### src/rtl/shared_adder_pkg.sv
// Shared definitions for the nibble-serial shared adder.
//   NIBBLE_W : width of the single adder slice
//   state_t  : sequencer states
//   req_id_t : requester index
package shared_adder_pkg;

    localparam int NIBBLE_W = 4;

    typedef enum logic [1:0] {
        IDLE,
        CALC,
        DONE
    } state_t;

    typedef logic req_id_t;

endpackage

### src/rtl/nibble_add4.sv
// Combinational 4-bit adder slice.
//   a, b : nibble operands
//   cin  : carry in
//   s    : nibble sum
//   cout : carry out
module nibble_add4 (
    input  logic [3:0] a,
    input  logic [3:0] b,
    input  logic       cin,
    output logic [3:0] s,
    output logic       cout
);

    assign {cout, s} = {1'b0, a} + {1'b0, b} + {4'b0000, cin};

endmodule

### src/rtl/shared_adder_sequencer.sv
// Two requesters share one 4-bit adder slice, which is stepped nibble by
// nibble (LSB first) to add WIDTH-bit operands, with a registered carry.
// Round-robin arbitration; valid/ready handshakes on both sides.
//   clk, rst_n            : clock, async active-low reset
//   reqN_valid/ready      : request handshake for requester N (0/1)
//   reqN_a, reqN_b, cin   : operands and carry-in of requester N
//   rsp_valid/ready       : response handshake
//   rsp_id                : requester that owns the result
//   rsp_sum, rsp_cout     : (A+B+cin) mod 2^WIDTH and carry out
//   busy                  : operation in flight (CALC or DONE)
module shared_adder_sequencer
    import shared_adder_pkg::*;
#(
    parameter int WIDTH = 16
) (
    input  logic             clk,
    input  logic             rst_n,
    input  logic             req0_valid,
    output logic             req0_ready,
    input  logic [WIDTH-1:0] req0_a,
    input  logic [WIDTH-1:0] req0_b,
    input  logic             req0_cin,
    input  logic             req1_valid,
    output logic             req1_ready,
    input  logic [WIDTH-1:0] req1_a,
    input  logic [WIDTH-1:0] req1_b,
    input  logic             req1_cin,
    output logic             rsp_valid,
    input  logic             rsp_ready,
    output logic             rsp_id,
    output logic [WIDTH-1:0] rsp_sum,
    output logic             rsp_cout,
    output logic             busy
);

    localparam int NIB  = WIDTH / NIBBLE_W;
    localparam int IDXW = (NIB > 1) ? $clog2(NIB) : 1;
    localparam logic [IDXW-1:0] LAST_IDX = IDXW'(NIB - 1);

    state_t            state_q, state_d;
    logic [IDXW-1:0]   idx_q;
    logic              carry_q;
    req_id_t           rr_q;      // last requester served
    req_id_t           id_q;
    logic [WIDTH-1:0]  a_q, b_q, sum_q;
    logic              cout_q;

    req_id_t           grant_id;
    logic              accept;
    logic [3:0]        nib_a, nib_b, nib_s;
    logic              nib_c;
    logic              last_pass;

    // Tie goes to the requester not served last; otherwise the sole valid one.
    always_comb begin
        grant_id = req_id_t'(req1_valid);
        if (req0_valid && req1_valid) begin
            grant_id = ~rr_q;
        end
    end

    // Ready is gated by rst_n so it drops immediately when reset is asserted.
    assign accept     = rst_n && (state_q == IDLE) && (req0_valid || req1_valid);
    assign req0_ready = accept && (grant_id == 1'b0);
    assign req1_ready = accept && (grant_id == 1'b1);

    assign nib_a     = a_q[idx_q*NIBBLE_W +: NIBBLE_W];
    assign nib_b     = b_q[idx_q*NIBBLE_W +: NIBBLE_W];
    assign last_pass = (idx_q == LAST_IDX);

    nibble_add4 u_add (
        .a    (nib_a),
        .b    (nib_b),
        .cin  (carry_q),
        .s    (nib_s),
        .cout (nib_c)
    );

    always_comb begin
        state_d = state_q;
        case (state_q)
            IDLE:    if (accept)    state_d = CALC;
            CALC:    if (last_pass) state_d = DONE;
            DONE:    if (rsp_ready) state_d = IDLE;
            default:                state_d = IDLE;
        endcase
    end

    always_ff @(posedge clk or negedge rst_n) begin
        if (!rst_n) begin
            state_q <= IDLE;
            idx_q   <= '0;
            carry_q <= 1'b0;
            rr_q    <= 1'b1;
            id_q    <= 1'b0;
            a_q     <= '0;
            b_q     <= '0;
            sum_q   <= '0;
            cout_q  <= 1'b0;
        end else begin
            state_q <= state_d;
            case (state_q)
                IDLE: begin
                    if (accept) begin
                        a_q     <= grant_id ? req1_a   : req0_a;
                        b_q     <= grant_id ? req1_b   : req0_b;
                        carry_q <= grant_id ? req1_cin : req0_cin;
                        id_q    <= grant_id;
                        idx_q   <= '0;
                    end
                end
                CALC: begin
                    sum_q[idx_q*NIBBLE_W +: NIBBLE_W] <= nib_s;
                    carry_q <= nib_c;
                    if (last_pass) begin
                        idx_q  <= '0;
                        cout_q <= nib_c;
                    end else begin
                        idx_q  <= idx_q + 1'b1;
                    end
                end
                DONE: begin
                    if (rsp_ready) begin
                        rr_q <= id_q;
                    end
                end
                default: ;
            endcase
        end
    end

    assign rsp_valid = (state_q == DONE);
    assign busy      = (state_q != IDLE);
    assign rsp_id    = id_q;
    assign rsp_sum   = sum_q;
    assign rsp_cout  = cout_q;

endmodule

### config.mk
export PLATFORM = sky130hd
export DESIGN_NAME = shared_adder_sequencer
export DESIGN_NICKNAME = d
export VERILOG_FILES = /design/src/rtl/shared_adder_pkg.sv /design/src/rtl/nibble_add4.sv /design/src/rtl/shared_adder_sequencer.sv
export SDC_FILE = /design/constraint.sdc
export NUM_CORES = 1
export LEC_CHECK = 0
export BUFFER_PORTS_ARGS = -buffer_cell sky130_fd_sc_hd__buf_4
export CAP_MARGIN = 20
export CORE_MARGIN = 4
export CORE_UTILIZATION = 51
export DETAILED_ROUTE_END_ITERATION = 8
export HOLD_SLACK_MARGIN = 0.02
export PLACE_DENSITY = 0.84
export SYNTH_ARGS = -nofsm -noshare
export SYNTH_HDL_FRONTEND = slang
export SYNTH_SLANG_ARGS = --single-unit
### constraint.sdc
create_clock -name clk -period 2.9 [get_ports clk]
set_input_delay 0.29 -clock clk [delete_from_list [all_inputs] [get_ports clk]]
set_output_delay 0.29 -clock clk [all_outputs]
set_load 0.01 [all_outputs]
# Word-level counts from Yosys, hierarchy flattened
# Index checks and enable logic that the tools add are counted.
# op_classes
n_addsub,4
eq_ne,6
shifts,4
mux,14
bitwise_logic,2
n_reduce_logical,14
# ops
operator,n
$neg 4->34,1
$shift 4x34->16 const A,1
$shiftx 4x34->16,1
$mux 16,2
$shiftx 16x5->4,2
$bwmux 16,1
$mux 2,5
$reduce_and 2->1,4
$pmux 2 s3,1
$add 4x4->5,1
$add 5x1->5,1
$logic_and 1x1->1,5
$eq 2x2->1 const B,2
$ne 2x2->1 const B,2
$pmux 2 s2,1
$reduce_bool 2->1,2
$mux 1,3
$reduce_and 3->1,1
$add 2x1->2 const B,1
$eq 2x1->1 const B,1
$logic_not 2->1,1
$ne 2x1->1 const B,1
$not 1->1,2
$pmux 1 s2,1
$logic_or 1x1->1,1
# word_totals
register_bits,56
in_bits,71
out_inout_bits,22
word_cells,53

# Longest topological paths before layout
# Gate-level depths: netlist (run 1).
# logic_depth
depth_word,5
depth_mapped,7
mapped_depth_nobuf,6

# Modules after synthesis
# From an unflattened synthesis (run 1), not the netlist that was laid out.
# hier_totals
cells_unflattened,243
hier_area_um2,2962.8
# modules_own_cells
mod,instances,cells_each,area_each_um2,seq_area_each_um2
shared_adder_sequencer,1,227,2819.0,1402.6
nibble_add4,1,16,143.9,0.0

# Worst setup path after synthesis (run 1)
# Ideal clock, no wire load.
# synth_timing
path_type,flip-flop to flip-flop
start,register idx_q[0]
end,register carry_q
setup_ns,0.132
t_arrival_ns,2.314
required_time_ns,2.768
setup_slack_ns,0.454
path_stages_with_launch,7
path_buffers,0
period_less_slack_ns,2.446
cell_sequence,dfrtp_1 > mux4_1 > fa_1 > fa_1 > a21o_1 > a31oi_1 > nand4_1
# synth_between
elab_chain_cells,4
elab_cells_between_ends,5
cone_classes,add/sub: 2; shift: 2; mux: 1
# synth_rtl
element,line,rtl
from (decl),shared_adder_sequencer.sv:41,logic [IDXW-1:0] idx_q;
from (signal assigned),shared_adder_sequencer.sv:119,idx_q <= idx_q + 1'b1;
$shiftx 16x5->4 (on tied branches),"shared_adder_sequencer.sv:67, shared_adder_sequencer.sv:68",
$add 4x4->5 *,nibble_add4.sv:14,"assign {cout, s} = {1'b0, a} + {1'b0, b} + {4'b0000, cin};"
$add 5x1->5 *,nibble_add4.sv:14,
$pmux 1 s2 *,shared_adder_sequencer.sv:102,case (state_q)
to (signal assigned),shared_adder_sequencer.sv:107,carry_q <= grant_id ? req1_cin : req0_cin;
to (signal assigned),shared_adder_sequencer.sv:114,carry_q <= nib_c;
to (decl),shared_adder_sequencer.sv:42,logic carry_q;
# Mark *: on every way between the ends. The rest lies on a longest branch, timed or not.
# A chain may end at the register's enable or synchronous reset.

# Worst setup path in the final report (run 1)
# layout_timing
start,register idx_q[0]
end,register sum_q[2] (netlist: rsp_sum[2])
# layout_between
elab_chain_cells,5
elab_cells_between_ends,8
cone_classes,add/sub: 3; shift: 4; mux: 1
# layout_rtl
element,line,rtl
$shiftx 16x5->4 (on tied branches),"shared_adder_sequencer.sv:67, shared_adder_sequencer.sv:68",
$add 4x4->5,nibble_add4.sv:14,
$add 5x1->5,nibble_add4.sv:14,
$shiftx 4x34->16,shared_adder_sequencer.sv:113,sum_q[idx_q*NIBBLE_W +: NIBBLE_W] <= nib_s;
$bwmux 16 *,shared_adder_sequencer.sv:113,
"to (signal, indexed assignment)",shared_adder_sequencer.sv:113,
to (decl),shared_adder_sequencer.sv:45,"logic [WIDTH-1:0] a_q, b_q, sum_q;"
# Marked as above.

==> reports/metrics.yaml, run 1 <==
worst_setup_path:
  cp_max_fo: 4
  critPathKind: "reg -> reg"
  setup.worst_path.start_class: "register"
  worst_ep_required_time_ps: 3090
  crit_arrival_ps: 2760
  endpoint_kind: "register"
routing:
  avgViaCountPerCell: 5.93
  m1WireLength_um: 3080
  drt_wl_total_um: 7280
  vias: 2361
  drc: 0
  dr.pass1.iters: 4
  dr_wl_met2_um: 3730
  routed-wl-met3_um: 394
  drt_iter0_markers: 117
  wl_per_cell_um: 18.3
  top_layer: "met4"
  ant_nets: 0
flow_run:
  maxCapViolCount: 0
timing:
  fin_crit_ps: 2570
  fin_ws_ps: 331
  drv_slew: 0
  fmax_mhz: 389
  tns_ps: 0
  max_slew.worst_pin.slew_ps: 934
  rsz0062_at_grt: "false"
  finClkSkew_ps: 10.1
  fin_crit_sh_pct: 88.6
  setup_viol: 0
  hold_viol: 0
  slew_headroom_pct: 37.7
floorplanning:
  ios: 93
  row_count: 27
  fp.coreArea_sq_um: 5610
  die_h_um: 84.5
  chipWidth_um: 84.5
  die_area_sq_um: 7140
  start_util_pct: 53.3
pwr:
  p_comb_share_pct: 52.3
  internal_power_mw: 2.49
  clkPwrFrac_pct: 13.7
  pwr-share-seq_pct: 34.0
  leakagePower_nw: 1.79
  ir_drop_v: 0.000523
  power.density_nw_per_um2: 1070
  netSwitchingFraction_pct: 38.5
  netSwitchingPower_mw: 1.55
synthesis:
  synth_top_area_cell: "dfrtp_1"
  yosysSeqAreaShare_pct: 47.0
  synth-edff-count: 0
  syn_area_sq_um: 2990
  yosys_warnings: 0
  async_flop_share_pct: 100
  synth_commonest_cells: "dfrtp_1, a21boi_0, a221o_1"
  synth_top_cell_area_share_pct: 46.1
  post-synth-top-count-cell: "dfrtp_1"
  syn_nets: 321
  syn_inst: 239
  synth_area_leaders: "dfrtp_1, a221o_1, a21boi_0"
  ys_seq_elements: 56
  synthFlopType: "dfrtp_1"
  ys_types: 42
  synth.avg_cell_area_sq_um: 12.5
layout:
  drive_gt1_share_pct: 37.7
  area_growth_pct: 26.9
  n_antenna_cell: 0
  fin_nets: 407
  fin_util_pct: 67.6
  fin_area_sq_um: 3790
cts:
  cts_buffers: 5
  clk_latency_ps: 310
  cts.sinks: 56
  clk_pin_slew_worst_paths_ps: 100
  postCtsHoldBufs: 0
  post_cts_buffers: 0
  cts_resized: 0
  h-tree-depth: 2
  cts-root-buf: "clkbuf_8"
  cts_buffer_depth: 2
  cts_tree: "done"
run_status:
  status: "completed"
global_routing:
  grt_overflow_total: 0
  first_global_vias: 2437
  grt_max_degree: 57
  grt_pass1_wl_um: 11800
  grt_usage_pct: 20.5
  antenna_found_initial: 0
placement:
  dp_slack_ps: 373
  place_congestion: 0.811
  dpl_cell_area_sq_um: 3660
  hpwl_um: 5480
  io_buffers: 92
min_path:
  hold_class: "in -> async"
cells in the final DEF (no fill, tap or decap), types with 2 or more instances in the layout:
master    netlist  final
buf_4           5     99
dfrtp_1        55     55
a21boi_0       33     33
a221o_1        32     32
nand2_1        11     11
a22o_1         10     10
ha_1            9      9
o31ai_1         8      8
clkbuf_8        0      7
mux4_2          6      6
nor2_1          6      6
nand3b_1        5      5
inv_1           4      4
a21oi_1         4      4
or2_2           3      3
or3b_1          3      3
nand4_1         3      3
mux4_1          2      2
and3_1          2      2
and2b_2         2      2
a31oi_1         2      2
or2_0           2      2
fa_1            2      2
logic make-up (layout without fill, tap and decap cells):
kind of cell	after synthesis	count (layout)	synth area share, %
adder cells (fa/ha/maj)	11	11	5.11
XOR/XNOR	1	1	0.293
AO/OA/AOI/OAI	93	93	26.1
multiplexers	9	9	6.66
flip-flops	56	56	47.0
buffers and inverters	24	111	5.91
AND/OR/NAND/NOR	45	45	9.01
power by group through the flow:
stage          registers (mW)  logic [mW]  clock network, mW
5_1_grt                  1.41        2.31              0.598
3_3_place_gp             1.36        2.05                  0
3_5_place_dp             1.38        2.11                  0
6_report                 1.37        2.12              0.554
4_1_cts                  1.37        2.13              0.563
2_1_floorplan            1.33        1.48                  0
per-layer routing:
| layer | vias to the layer above | GRT usage (%) |
|---|---|---|
| met5 | - | 0 |
| li1 | 1105 | - |
| met1 | 1166 | 27.1 |
| met4 | 0 | 5.04 |
| met2 | 83 | 35.2 |
| met3 | 7 | 3.43 |
critical path: stages (launching register included):
cell,delay [ps]
dfrtp_1,440
mux4_1,610
fa_1,460
fa_1,430
xnor2_1,360
o31ai_1,140
final timing paths:
check                                 start          end  slack (ps)  cells after the start
worst max register to register     idx_q[0]   rsp_sum[2]         330                      5
worst max-delay path               idx_q[0]   rsp_sum[2]         330                      5
worst min-delay path                  rst_n   state_q[1]         120                      2
min in group clk                  req0_a[5]       a_q[5]         210                      2
max in group asynchronous             rst_n       b_q[4]        2330                      2
worst min register to register  rsp_sum[10]  rsp_sum[10]         500                      2
flip-flops by register name (all words and copies together), names as in the netlist:
register / cells
rsp_sum: 16
carry_q: 1
b_q: 16
rsp_id: 1
state_q: 2
rsp_cout: 1
idx_q: 2
rr_q: 1
a_q: 16
cell type report:
cell class,count,area (sq um)
Timing Repair Buffer,99,743
Inverter,4,15.0
Fill cell,433,1820
Sequential cell,56,1400
Tap cell,72,90.1
Clock buffer,7,96.3
Clock inverter,1,30.0
Multi-Input combinational cell,159,1410
through the flow:
stage	hold slack [ps]	instances	power (mW)
2_1_floorplan	-5.59	239	2.81
4_1_cts	135	398	4.07
6_report	115	398	4.04
3_5_place_dp	470	390	3.50
3_3_place_gp	467	390	3.41
5_1_grt	178	398	4.32
No activity file was read; power rests on OpenSTA's default activity.
==> run 2, diff against run 1 <==
--- a/config.mk
+++ b/config.mk
@@ -9,6 +9,7 @@
 export CAP_MARGIN = 20
 export CORE_MARGIN = 4
 export CORE_UTILIZATION = 51
+export CTS_CLUSTER_SIZE = 25
 export DETAILED_ROUTE_END_ITERATION = 8
 export HOLD_SLACK_MARGIN = 0.02
 export PLACE_DENSITY = 0.84
==> constraint.sdc (replaced) <==
create_clock -name clk -period 2.9 [get_ports clk]
set_input_delay 0.29 -clock clk [delete_from_list [all_inputs] [get_ports clk]]
set_output_delay 0.29 -clock clk [all_outputs]
set_load 0.02 [all_outputs]
==> reports/metrics.yaml, run 2 (same netlist as run 1, synthesis figures left out) <==
routing:
  drc: 0  # unchanged
  wl_per_cell_um: 18.3  # about the same
  vias: 2362  # was 2,361
  ant_nets: 0  # unchanged
  drt_iter0_markers: 105  # was 117
  dr.pass1.iters: 4  # unchanged
  avgViaCountPerCell: 5.92  # was 5.93
  drt_wl_total_um: 7290  # was 7280 um
pwr:
  leakagePower_nw: 1.80  # was 1.79 nW
  ir_drop_v: 0.000516  # was 0.000523 V
  power_mw: 4.13  # was 4.04 mW
  power.density_nw_per_um2: 1090  # was 1070 nW/um^2
floorplanning:
  fp.coreArea_sq_um: 5610  # unchanged
  row_count: 27  # unchanged
  ios: 93  # unchanged
  die_h_um: 84.5  # unchanged
  chipWidth_um: 84.5  # unchanged
  die_area_sq_um: 7140  # unchanged
  start_util_pct: 53.3  # unchanged
placement:
  hpwl_um: 5500  # was 5480 um
  dp_slack_ps: 360  # was 373 ps
  io_buffers: 92  # unchanged
  place_congestion: 0.824  # was 0.811
timing:
  rsz0062_at_grt: "false"  # unchanged
  slew_headroom_pct: 37.6  # was 37.7%
  finClkSkew_ps: 10.9  # was 10.1 ps
  fin_crit_sh_pct: 88.0  # was 88.6%
  fin_ws_ps: 347  # was 331 ps
  tns_ps: 0  # unchanged
  max_slew.worst_pin.slew_ps: 936  # was 934 ps
  fin_crit_ps: 2550  # was 2570 ps
  hold_viol: 0  # unchanged
  drv_slew: 0  # unchanged
  setup_viol: 0  # unchanged
  fmax_mhz: 392  # was 389 MHz
cts:
  clk_pin_slew_worst_paths_ps: 100  # about the same
  cts_resized: 0  # unchanged
  post_cts_buffers: 0  # unchanged
  cts_tree: "done"  # unchanged
  h-tree-depth: 2  # unchanged
  cts_buffers: 5  # unchanged
  postCtsHoldBufs: 0  # unchanged
  cts.sinks: 56  # unchanged
  cts-root-buf: "clkbuf_8"  # unchanged
  cts_buffer_depth: 2  # unchanged
  clk_latency_ps: 310  # about the same
layout:
  fillers: 438  # was 433
  n_antenna_cell: 0  # unchanged
  multiInputGateArea_sq_um: 1410  # unchanged
  ff_latch_area_sq_um: 1400  # unchanged
  mostFrequentLayoutCell: "buf_4"  # unchanged
  area_growth_pct: 27.2  # was 26.9%
  fin_nets: 408  # was 407
  final_cell_mix: "buf_4, dfrtp_1, a21boi_0, a221o_1, nand2_1"  # unchanged
  drive_gt1_share_pct: 37.9  # was 37.7%
worst_setup_path:
  setup.worst_path.start_class: "register"  # unchanged
  cp_max_fo: 4  # unchanged
  endpoint_kind: "register"  # unchanged
  critPathTopFamily: "adder cells"  # unchanged
  path_buf_inv: 0  # unchanged
  worst_ep_required_time_ps: 3090  # about the same
  slowest_stage: "mux4_1"  # unchanged
  critical-path-max-stage-delay_ps: 610  # about the same
  crit_arrival_ps: 2740  # was 2760 ps
  critPathKind: "reg -> reg"  # unchanged
  worst_path_most_repeated_cell: "fa_1"  # unchanged
  crit_path_cell_trace: "mux4_1, fa_1, fa_1, xnor2_1, o31ai_1"  # unchanged
global_routing:
  antenna_found_initial: 0  # unchanged
  grt_pass1_wl_um: 12000  # was 11,800 um
  grt_usage_pct: 21.0  # was 20.5%
  grt_max_degree: 57  # unchanged
  first_global_vias: 2469  # was 2,437
  grt_overflow_total: 0  # unchanged
flow_run:
  maxCapViolCount: 0  # unchanged
run_status:
  status: "completed"  # unchanged
min_path:
  hold_class: "in -> async"  # unchanged
[run 2: final cells by class]
class / instances / area share, %
sequential: 56 / 36.9
clock inverter: 1 / 0.791
clock buffer: 7 / 2.54
timing repair buffer: 100 / 19.8
inverter: 4 / 0.395
multi-input combinational: 159 / 37.2
tap: 72 / 2.37
[run 2: metrics by stage]
stage / cell area (sq um) / util, % / hold WS [ps] / instances
finish: 3800 / 67.7 / 93.3 / 399
global route: 3800 / 67.7 / 175 / 399
CTS: 3800 / 67.7 / 131 / 399
detailed placement: 3670 / 65.5 / 474 / 391
global placement: 3670 / 65.5 / 467 / 391
floorplan: 2990 / - / -5.59 / 239
[run 2: per-layer routing]
metal | routed length [um] | track usage [%]
met1 | 2980 | 26.9
met2 | 3740 | 35.7
met3 | 413 | 3.93
met4 | 150 | 7.48
met5 | 0 | 0
[run 2: worst paths after layout]
path / start / depth (start not counted) / slack (ps) / to
max in group asynchronous: rst_n / 2 / 2320 / b_q[13]
worst min register to register: rsp_sum[15] / 2 / 490 / rsp_sum[15]
worst min-delay path: rst_n / 2 / 90 / state_q[1]
worst max-delay path: idx_q[0] / 5 / 350 / rsp_sum[2]
min in group clk: req0_a[1] / 2 / 200 / a_q[1]
worst max register to register: idx_q[0] / 5 / 350 / rsp_sum[2]
[run 2: report_power, final]
part	total (mW)	internal (mW)	switching, mW
registers	1.37	1.13	0.242
clock network	0.554	0.305	0.249
logic	2.20	1.06	1.14
total	4.13	2.50	1.63
